File: src/rtl/seven_seg_scan_ctrl_if.sv
// Display-side bundle of the 7-segment scan controller: load handshake, BCD value and
// the registered anode/segment drive.
interface seven_seg_scan_ctrl_if #(
    parameter int unsigned DIGITS = 4
) ();
    logic                  load;
    logic [4*DIGITS-1:0]   value;
    logic                  lz_blank;
    logic                  ready;
    logic [DIGITS-1:0]     an;
    logic [6:0]            seg;

    modport master (
        output load, value, lz_blank,
        input  ready, an, seg
    );

    modport slave (
        input  load, value, lz_blank,
        output ready, an, seg
    );
endinterface

File: src/rtl/seven_seg_scan_ctrl.sv
// Time-multiplexed 7-segment scan controller with per-slot blank gap, leading-zero
// suppression and a load handshake that only swaps the shown value on frame boundaries.
module seven_seg_scan_ctrl #(
    parameter int unsigned DIGITS       = 4,
    parameter int unsigned PRESCALE     = 50000,
    parameter int unsigned BLANK_CYCLES = 16
) (
    input  logic                  clk,
    input  logic                  rst,
    seven_seg_scan_ctrl_if.slave  bus
);
    localparam int unsigned IDX_W = (DIGITS > 1) ? $clog2(DIGITS) : 1;
    localparam int unsigned CNT_W = (PRESCALE > 1) ? $clog2(PRESCALE) : 1;
    localparam int unsigned VAL_W = 4 * DIGITS;

    typedef enum logic {
        ST_BLANK = 1'b0,
        ST_SHOW  = 1'b1
    } state_t;

    function automatic logic [6:0] dec7(input logic [3:0] code);
        case (code)
            4'd0:    dec7 = 7'b0111111;
            4'd1:    dec7 = 7'b0000110;
            4'd2:    dec7 = 7'b1011011;
            4'd3:    dec7 = 7'b1001111;
            4'd4:    dec7 = 7'b1100110;
            4'd5:    dec7 = 7'b1101101;
            4'd6:    dec7 = 7'b1111101;
            4'd7:    dec7 = 7'b0000111;
            4'd8:    dec7 = 7'b1111111;
            4'd9:    dec7 = 7'b1101111;
            default: dec7 = 7'b0000000;
        endcase
    endfunction

    state_t             r_state;
    logic [CNT_W-1:0]   r_cnt;
    logic [IDX_W-1:0]   r_idx;
    logic [VAL_W-1:0]   r_shadow;
    logic [VAL_W-1:0]   r_pend_val;
    logic               r_pending;
    logic               r_ready;
    logic [DIGITS-1:0]  r_an;
    logic [6:0]         r_seg;

    state_t             w_state_nxt;
    logic [CNT_W-1:0]   w_cnt_nxt;
    logic [IDX_W-1:0]   w_idx_nxt;
    logic               w_wrap;
    logic               w_frame_end;
    logic [3:0]         w_code;
    logic               w_hi_zero;
    logic [DIGITS-1:0]  w_an_nxt;
    logic [6:0]         w_seg_nxt;

    // Slot timing, phase FSM and the drive values for the upcoming cycle.
    always_comb begin
        w_state_nxt = r_state;
        w_cnt_nxt   = r_cnt + CNT_W'(1);
        w_idx_nxt   = r_idx;
        w_wrap      = (r_cnt == CNT_W'(PRESCALE - 1));
        w_frame_end = w_wrap && (r_idx == IDX_W'(DIGITS - 1));
        w_code      = 4'd0;
        w_hi_zero   = 1'b1;
        w_an_nxt    = '0;
        w_seg_nxt   = '0;

        if (w_wrap) begin
            w_cnt_nxt = '0;
            w_idx_nxt = w_frame_end ? '0 : r_idx + IDX_W'(1);
        end

        case (r_state)
            ST_BLANK: if (w_cnt_nxt == CNT_W'(BLANK_CYCLES)) w_state_nxt = ST_SHOW;
            ST_SHOW:  if (w_wrap)                            w_state_nxt = ST_BLANK;
            default:                                         w_state_nxt = ST_BLANK;
        endcase

        // Digit to show next, and whether it and every higher digit are zero.
        for (int i = 0; i < int'(DIGITS); i++) begin
            if (IDX_W'(i) == w_idx_nxt) w_code = r_shadow[4*i +: 4];
            if ((i >= int'(w_idx_nxt)) && (r_shadow[4*i +: 4] != 4'd0)) w_hi_zero = 1'b0;
        end

        if (w_state_nxt == ST_SHOW) begin
            w_an_nxt = DIGITS'(1) << w_idx_nxt;
            if (!(bus.lz_blank && (w_idx_nxt != '0) && w_hi_zero)) w_seg_nxt = dec7(w_code);
        end
    end

    always_ff @(posedge clk) begin
        if (rst) begin
            r_state    <= ST_BLANK;
            r_cnt      <= '0;
            r_idx      <= '0;
            r_shadow   <= '0;
            r_pend_val <= '0;
            r_pending  <= 1'b0;
            r_ready    <= 1'b1;
            r_an       <= '0;
            r_seg      <= '0;
        end else begin
            r_state <= w_state_nxt;
            r_cnt   <= w_cnt_nxt;
            r_idx   <= w_idx_nxt;
            r_an    <= w_an_nxt;
            r_seg   <= w_seg_nxt;
            // pending is checked before a same-edge accept, so that accept waits a frame
            if (w_frame_end && r_pending) begin
                r_shadow  <= r_pend_val;
                r_pending <= 1'b0;
                r_ready   <= 1'b1;
            end else if (bus.load && r_ready) begin
                r_pend_val <= bus.value;
                r_pending  <= 1'b1;
                r_ready    <= 1'b0;
            end
        end
    end

    assign bus.ready = r_ready;
    assign bus.an    = r_an;
    assign bus.seg   = r_seg;
endmodule

File: src/flat_wrapper.sv
// flat-port wrapper written by rule: the top's interface ports become plain ports
module seven_seg_scan_ctrl_flat 
#(
    parameter int unsigned DIGITS       = 4,
    parameter int unsigned PRESCALE     = 50000,
    parameter int unsigned BLANK_CYCLES = 16
)
  (clk, rst, bus_load, bus_value, bus_lz_blank, bus_ready, bus_an, bus_seg);
  seven_seg_scan_ctrl_if #(.DIGITS(DIGITS)) bus_i ();
  input  logic clk;
  input  logic rst;
  input wire logic [$bits(bus_i.load)-1:0] bus_load;
  input wire logic [$bits(bus_i.value)-1:0] bus_value;
  input wire logic [$bits(bus_i.lz_blank)-1:0] bus_lz_blank;
  output wire logic [$bits(bus_i.ready)-1:0] bus_ready;
  output wire logic [$bits(bus_i.an)-1:0] bus_an;
  output wire logic [$bits(bus_i.seg)-1:0] bus_seg;
  assign bus_i.load = bus_load;
  assign bus_i.value = bus_value;
  assign bus_i.lz_blank = bus_lz_blank;
  assign bus_ready = bus_i.ready;
  assign bus_an = bus_i.an;
  assign bus_seg = bus_i.seg;
  seven_seg_scan_ctrl #(.DIGITS(DIGITS), .PRESCALE(PRESCALE), .BLANK_CYCLES(BLANK_CYCLES)) u_core (.clk(clk), .rst(rst), .bus(bus_i));
endmodule
File: config.mk
export PLATFORM = sky130hd
export DESIGN_NAME = seven_seg_scan_ctrl_flat
export DESIGN_NICKNAME = d
export VERILOG_FILES = /design/src/rtl/seven_seg_scan_ctrl_if.sv /design/src/rtl/seven_seg_scan_ctrl.sv /design/src/flat_wrapper.sv
export SDC_FILE = /design/constraint.sdc
export NUM_CORES = 1
export LEC_CHECK = 0
export ABC_AREA = 1
export BUFFER_PORTS_ARGS = -buffer_cell sky130_fd_sc_hd__buf_2
export CORE_ASPECT_RATIO = 1.75
export CORE_MARGIN = 5
export CORE_UTILIZATION = 35
export CTS_BUF_LIST = sky130_fd_sc_hd__clkbuf_4
export DETAILED_ROUTE_END_ITERATION = 10
export PLACE_DENSITY = 0.53
export RECOVER_POWER = 100
export SLEW_MARGIN = 25
export SYNTH_ARGS = -nofsm -noshare
export SYNTH_HDL_FRONTEND = slang
export SYNTH_SLANG_ARGS = --single-unit
File: constraint.sdc
create_clock -name clk -period 2.9 [get_ports clk]
set_input_delay 0.58 -clock clk [delete_from_list [all_inputs] [get_ports clk]]
set_output_delay 0.58 -clock clk [all_outputs]
set_load 0.05 [all_outputs]
==> impl_metrics.json, run 1 <==
{
  "status": "complete, no violations",
  "die_x_um": 82.0,
  "core_mm2": 0.00898,
  "synth_edf_count": 0,
  "crit_path_start_kind": "register",
  "clock-skew-final_ps": 9.43,
  "hold_path.class": "in -> reg",
  "fmax_mhz": 397,
  "areaGrowthSynthToFinish_pct": 11.2,
  "fillers": 1018,
  "cts-root-buf": "clkbuf_4",
  "rsz0062_at_grt": "no",
  "crit_fanout": 9,
  "drt_wl_total_um": 7300,
  "vias": 2785,
  "r2r_start": "u_core.r_cnt[0]",
  "ys_top_cells_by_area": "dfxtp_1 (40%), nand2_1 (10%), nor2_1 (9.8%)",
  "cp_slowest_cell": "dfxtp_1",
  "top_layer": "met4",
  "crit_cells": 17,
  "grt_max_degree": 50,
  "grt_pass1_vias": 2784,
  "cts-htree-levels": 3,
  "ir_drop_mv": 0.212,
  "drv_slew": 0,
  "synth_top_area_share": 0.403,
  "async_flop_share": 0,
  "netlist_area_mm2": 0.00318,
  "wirelength_met1_um": 2850,
  "min_from": "bus_value[5]",
  "fin_crit_sh": 0.869,
  "drt_iter0_drc": 164,
  "ios": 32,
  "insertedDiodeCount": 0,
  "dp_hpwl_um": 5690,
  "synth_top_cell_by_area": "dfxtp_1",
  "place_inst": 589,
  "crit_type": "reg -> reg",
  "critPathMaxStageDelay_ps": 420,
  "clkTransAtPathRegs_ps": 100,
  "firstDrtPassIters": 4,
  "path_buf_inv": 2,
  "postRouteAntennaNets": 0,
  "min_to": "u_core.r_pend_val[5]",
  "drive_above_1_share": 0.145,
  "seqCellArea_mm2": 0.00128,
  "cts.path.max_buffers": 2,
  "start_util": 0.354,
  "insertion_delay_ps": 410,
  "synth.net_count": 476,
  "reg2regPathDepth": 17,
  "p_total_mw": 1.48,
  "grt_antenna_before_repair": 0,
  "synthTopCellsByCount": "nand2_1 (86), nor2_1 (83), dfxtp_1 (64), inv_1 (50), nand3_1 (30)",
  "endpoint_kind": "register",
  "synth_seq_cells": 64,
  "hold_viol": 0,
  "multi_input_area_mm2": 0.00163,
  "nets": 508,
  "placed_area_mm2": 0.00345,
  "p_leak_nw": 1.61,
  "grt_overflow": 0,
  "cap_violations": 0,
  "route.met2.wl_um": 3740,
  "synth_cell_type_count": 32,
  "via_per_inst": 4.61,
  "cts_made_buffers": 9,
  "worst-r2r-setup-slack_ps": 380,
  "syn_avg_cell_area_um2": 7.09,
  "r2r_end": "u_core.bus.seg[6]",
  "finalNonFillerCells": 604,
  "critPathArrivalTime_ps": 2860,
  "hold-path-cell-count": 3,
  "cts_hold_buf": 0,
  "routedWlPerCell_um": 12.1,
  "grt_usage": 0.148,
  "tns_ps": 0,
  "fin_area_mm2": 0.00353,
  "crit_chain": "ha_2 -> nand3_4 -> nor2_2 -> nand2_2 -> nand2_1 -> nand2_4 -> nor2_4 -> nand2_1 -> nand2_1 -> inv_1 -> nand2_1 -> inv_1 -> ha_1 -> nand3b_1 -> nand2_1 -> nand2_1 -> a21oi_1",
  "setup_viol_count_final": 0,
  "worst-slew-pin-transition_ps": 862,
  "yosys_most_used_dff": "dfxtp_1",
  "pre_cts_ws_ps": 308,
  "netlist_instances": 448,
  "finalCriticalPeriod_ps": 2520,
  "cp.required_ps": 3240,
  "drc": 0,
  "gp_congestion": 0.911,
  "cpMostUsedCell": "nand2_1",
  "die_y_um": 136,
  "yosysWarnings": 0,
  "wl_met3_um": 234,
  "grt_pass1_wl_um": 12600,
  "synth-seq-area-share": 0.403,
  "cts_tree": "done",
  "cts.sinks": 64,
  "die_area_mm2": 0.0112,
  "numPortBuffers": 31,
  "cpLargestDelayFamily": "simple AND/OR/NAND/NOR gates",
  "finalWorstSetupSlack_ps": 381,
  "row_count": 46,
  "synth_most_common_cell": "nand2_1",
  "relSlewSlack": 0.426,
  "power_density_mw_per_mm2": 418
}
[cells in the final DEF, fill, tap and decap left out, drive strengths merged, types with 2 or more instances in the layout]
cell type and instances:
buf 22, a211oi 16, o21ai 18, ha 8, clkinv 6, nand3 35
or2 2, nand4 5, dfxtp 64, nand3b 3, xor2 3, inv 53
nand2 101, nor2 91, a21oi 22, o41ai 2, clkbuf 23, nor3 6
[registers in the layout, indices dropped and copies added (netlist names)]
signal and flops:
u_core.r_state 1, u_core.r_cnt 16, u_core.r_pend_val 16, u_core.r_pending 1, u_core.r_shadow 16, u_core.bus.ready 1
u_core.r_idx 2, u_core.bus.seg 7, u_core.bus.an 4
[worst reg2reg max path, cell delays in order, from the launching register on]
cell      delay (ps)
dfxtp_1          420
ha_2             310
nand3_4          120
nor2_2           150
nand2_2          120
nand2_1          120
nand2_4          100
nor2_4           120
nand2_1           60
nand2_1           50
inv_1             40
nand2_1          160
inv_1             90
ha_1             180
nand3b_1         170
nand2_1           80
nand2_1           50
a21oi_1          120
[final cells by class]
type / instances / area share
Inverter: 55 / 0.0584
Tap cell: 120 / 0.0425
Multi-Input combinational cell: 315 / 0.461
Clock buffer: 10 / 0.0212
Sequential cell: 64 / 0.362
Timing Repair Buffer: 35 / 0.0474
Clock inverter: 5 / 0.00708
[kinds of logic (layout without fill, tap and decap cells)]
| family | after synthesis | in the layout | share of synthesized area |
|---|---|---|---|
| compound gates | 60 | 60 | 0.113 |
| fa+ha+maj | 8 | 8 | 0.0315 |
| buf+inv | 69 | 105 | 0.0842 |
| simple gates | 244 | 244 | 0.360 |
| flops | 64 | 64 | 0.403 |
| xor+xnor | 3 | 3 | 0.00827 |
[power by group]
group | switching, mW | internal (mW)
sequential | 0.0151 | 0.903
combinational | 0.0479 | 0.0330
clock | 0.305 | 0.172
[what timing repair did]
item,CTS,global route
gates resized for setup,0,1
setup endpoints to repair,0,2
buffers inserted,0,0
[stage by stage]
stage,hold WS (ps),util
after CTS,384,0.396
after global routing,382,0.394
after floorplan,434,-
after global placement,454,0.384
final,407,0.394
after detailed placement,456,0.384
[worst max path at each step]
stage,slack [ps],startpoint,to
after floorplan,620,u_core.r_cnt[0],u_core.bus.seg[5]
after global placement,400,u_core.r_cnt[0],u_core.bus.seg[3]
after detailed placement,310,u_core.r_cnt[0],u_core.bus.seg[6]
after CTS,290,u_core.r_cnt[0],u_core.bus.seg[6]
after global routing,60,u_core.r_cnt[0],u_core.bus.seg[6]
final,380,u_core.r_cnt[0],u_core.bus.seg[6]
[layer usage]
layer  GRT usage  vias to the layer above
li1            -                     1502
met1       0.149                     1199
met2       0.251                       55
met3      0.0385                       29
met4       0.118                        0
met5           0                        -
(Power assumes the default switching activity.)
==> inputs of run 2 (changes only) <==
--- a/config.mk
+++ b/config.mk
@@ -6,7 +6,7 @@
 export NUM_CORES = 1
 export LEC_CHECK = 0
 export ABC_AREA = 1
-export BUFFER_PORTS_ARGS = -buffer_cell sky130_fd_sc_hd__buf_2
+export BUFFER_PORTS_ARGS = -buffer_cell sky130_fd_sc_hd__clkbuf_2
 export CORE_ASPECT_RATIO = 1.75
 export CORE_MARGIN = 5
 export CORE_UTILIZATION = 35
@@ -18,3 +18,4 @@
 export SYNTH_ARGS = -nofsm -noshare
 export SYNTH_HDL_FRONTEND = slang
 export SYNTH_SLANG_ARGS = --single-unit
+export TNS_END_PERCENT = 5
==> impl_metrics.json, run 2 (synthesized netlist as in run 1, its figures left out) <==
{
  "status": "complete, no violations",
  "grt_max_degree": 50,
  "finalCriticalPeriod_ps": 2570,
  "rsz0062_at_grt": "no",
  "drc": 0,
  "cts_tree": "done",
  "numPortBuffers": 31,
  "drt_iter0_drc": 154,
  "p_leak_nw": 1.61,
  "switching_share": 0.251,
  "r2r_end": "u_core.bus.seg[6]",
  "hold_path.class": "in -> reg",
  "gp_congestion": 0.926,
  "hold-path-cell-count": 3,
  "cts-root-buf": "clkbuf_4",
  "post_cts.repair.setup_buffers": 0,
  "clkTransAtPathRegs_ps": 100,
  "worst-slew-pin-transition_ps": 856,
  "p_total_mw": 1.50,
  "critPathArrivalTime_ps": 2910,
  "grt_antenna_before_repair": 1,
  "switching_power_mw": 0.375,
  "routedWlPerCell_um": 12.4,
  "cap_violations": 0,
  "relSlewSlack": 0.430,
  "finalWorstSetupSlack_ps": 334,
  "drt_wl_total_um": 7530,
  "endpoint_kind": "register",
  "reg2regPathDepth": 17,
  "areaGrowthSynthToFinish_pct": 11.5,
  "drive_above_1_share": 0.144,
  "setup_viol_count_final": 0,
  "cts-htree-levels": 3,
  "cts_made_buffers": 9,
  "drv_slew": 0,
  "ir_drop_mv": 0.308,
  "pre_cts_ws_ps": 300,
  "p_int_mw": 1.12,
  "whs_ps": 405,
  "fmax_mhz": 390,
  "firstDrtPassIters": 4,
  "crit_fanout": 9,
  "vias": 2814,
  "r2r_start": "u_core.r_cnt[0]",
  "placed_area_mm2": 0.00345,
  "largestRegisters": "u_core.r_cnt x16, u_core.r_pend_val x16, u_core.r_shadow x16",
  "row_count": 46,
  "seqCellArea_mm2": 0.00128,
  "die_y_um": 136,
  "crit_path_start_kind": "register",
  "postRouteAntennaNets": 0,
  "fillers": 1017,
  "die_area_mm2": 0.0112,
  "die_x_um": 82.0,
  "crit_type": "reg -> reg",
  "min_to": "u_core.r_pend_val[5]",
  "final_cell_mix": "nand2_1 (86), nor2_1 (84), dfxtp_1 (64)",
  "final_common_cell": "nand2_1",
  "worst-r2r-setup-slack_ps": 330,
  "clock-skew-final_ps": 9.55,
  "grt_pass1_vias": 2835,
  "tns_ps": 0,
  "nets": 508,
  "pwr-share-comb": 0.055,
  "hold_viol": 0,
  "min_from": "bus_value[5]",
  "grt_overflow": 0,
  "cts.path.max_buffers": 2,
  "fin_util": 0.395,
  "ios": 32,
  "core_mm2": 0.00898,
  "finalNonFillerCells": 606,
  "via_per_inst": 4.64,
  "multi_input_area_mm2": 0.00163,
  "start_util": 0.354,
  "power_density_mw_per_mm2": 422,
  "insertion_delay_ps": 420,
  "seqPwrFrac": 0.613,
  "pwr-share-clk": 0.332,
  "grt_pass1_wl_um": 13000,
  "cts.sinks": 64,
  "fin_crit_sh": 0.885,
  "place_inst": 589,
  "dp_hpwl_um": 5820,
  "cp.required_ps": 3240,
  "grt_usage": 0.155,
  "fin_area_mm2": 0.00354
}
==> run 2: cell types whose count changed in the layout (fill, tap and decap cells not counted), sizes merged <==
cell | before | now
diode | 0 | 1
buf | 22 | 3
clkbuf | 23 | 43
==> run 2: critical path, stage by stage, from the launching register on <==
cell and delay (ps):
dfxtp_1 420, ha_2 310, nand3_4 120, nor2_1 180, nand2_2 140, nand2_2 100
nand2_4 90, nor2_4 120, nand2_1 60, nand2_1 60, inv_1 40, nand2_1 170
inv_1 90, ha_1 170, nand3b_1 170, nand2_1 90, nand2_1 50, a21oi_1 120
==> run 2: final cells by class <==
type                       count  area share
tap                          120      0.0424
clock buffer                  11      0.0233
antenna                        1    0.000706
clock inverter                 5     0.00671
multi-input combinational    315       0.460
timing repair buffer          35      0.0473
inverter                      55      0.0583
sequential                    64       0.362
==> run 2: routing by layer <==
layer  wire, um  global-route usage  part of all wire  vias to the layer above
met2       4070               0.271              0.54                       55
li1           -                   -                 -                     1500
met3        258              0.0491             0.034                       18
met1       2860               0.154              0.38                     1241
met4        340              0.0980             0.045                        0
met5          0                   0                 0                        -
==> run 2: worst max-delay path by stage <==
stage / from / depth (start not counted) / slack (ps) / endpoint
CTS: u_core.r_cnt[0] / 17 / 260 / u_core.bus.seg[6]
finish: u_core.r_cnt[0] / 17 / 330 / u_core.bus.seg[6]
detailed placement: u_core.r_cnt[0] / 17 / 300 / u_core.bus.seg[6]
global placement: u_core.r_cnt[0] / 17 / 380 / u_core.bus.seg[4]
global route: u_core.r_cnt[0] / 16 / 60 / u_core.bus.seg[4]
floorplan: u_core.r_cnt[0] / 18 / 620 / u_core.bus.seg[5]
==> run 2: repair_timing <==
item,CTS,global route
resized for setup,0,1
hold endpoints to repair,0,0
hold buffers,0,0
endpoints found under the setup margin,0,2
==> run 2: power groups by stage <==
stage / clock (mW) / sequential (mW) / combinational, mW
final: 0.496 / 0.918 / 0.0821
after global routing: 0.571 / 0.921 / 0.0943
after CTS: 0.524 / 0.918 / 0.0846
after global placement: 0 / 0.937 / 0.0831
after detailed placement: 0 / 0.938 / 0.0844
after floorplan: 0 / 0.939 / 0.0519
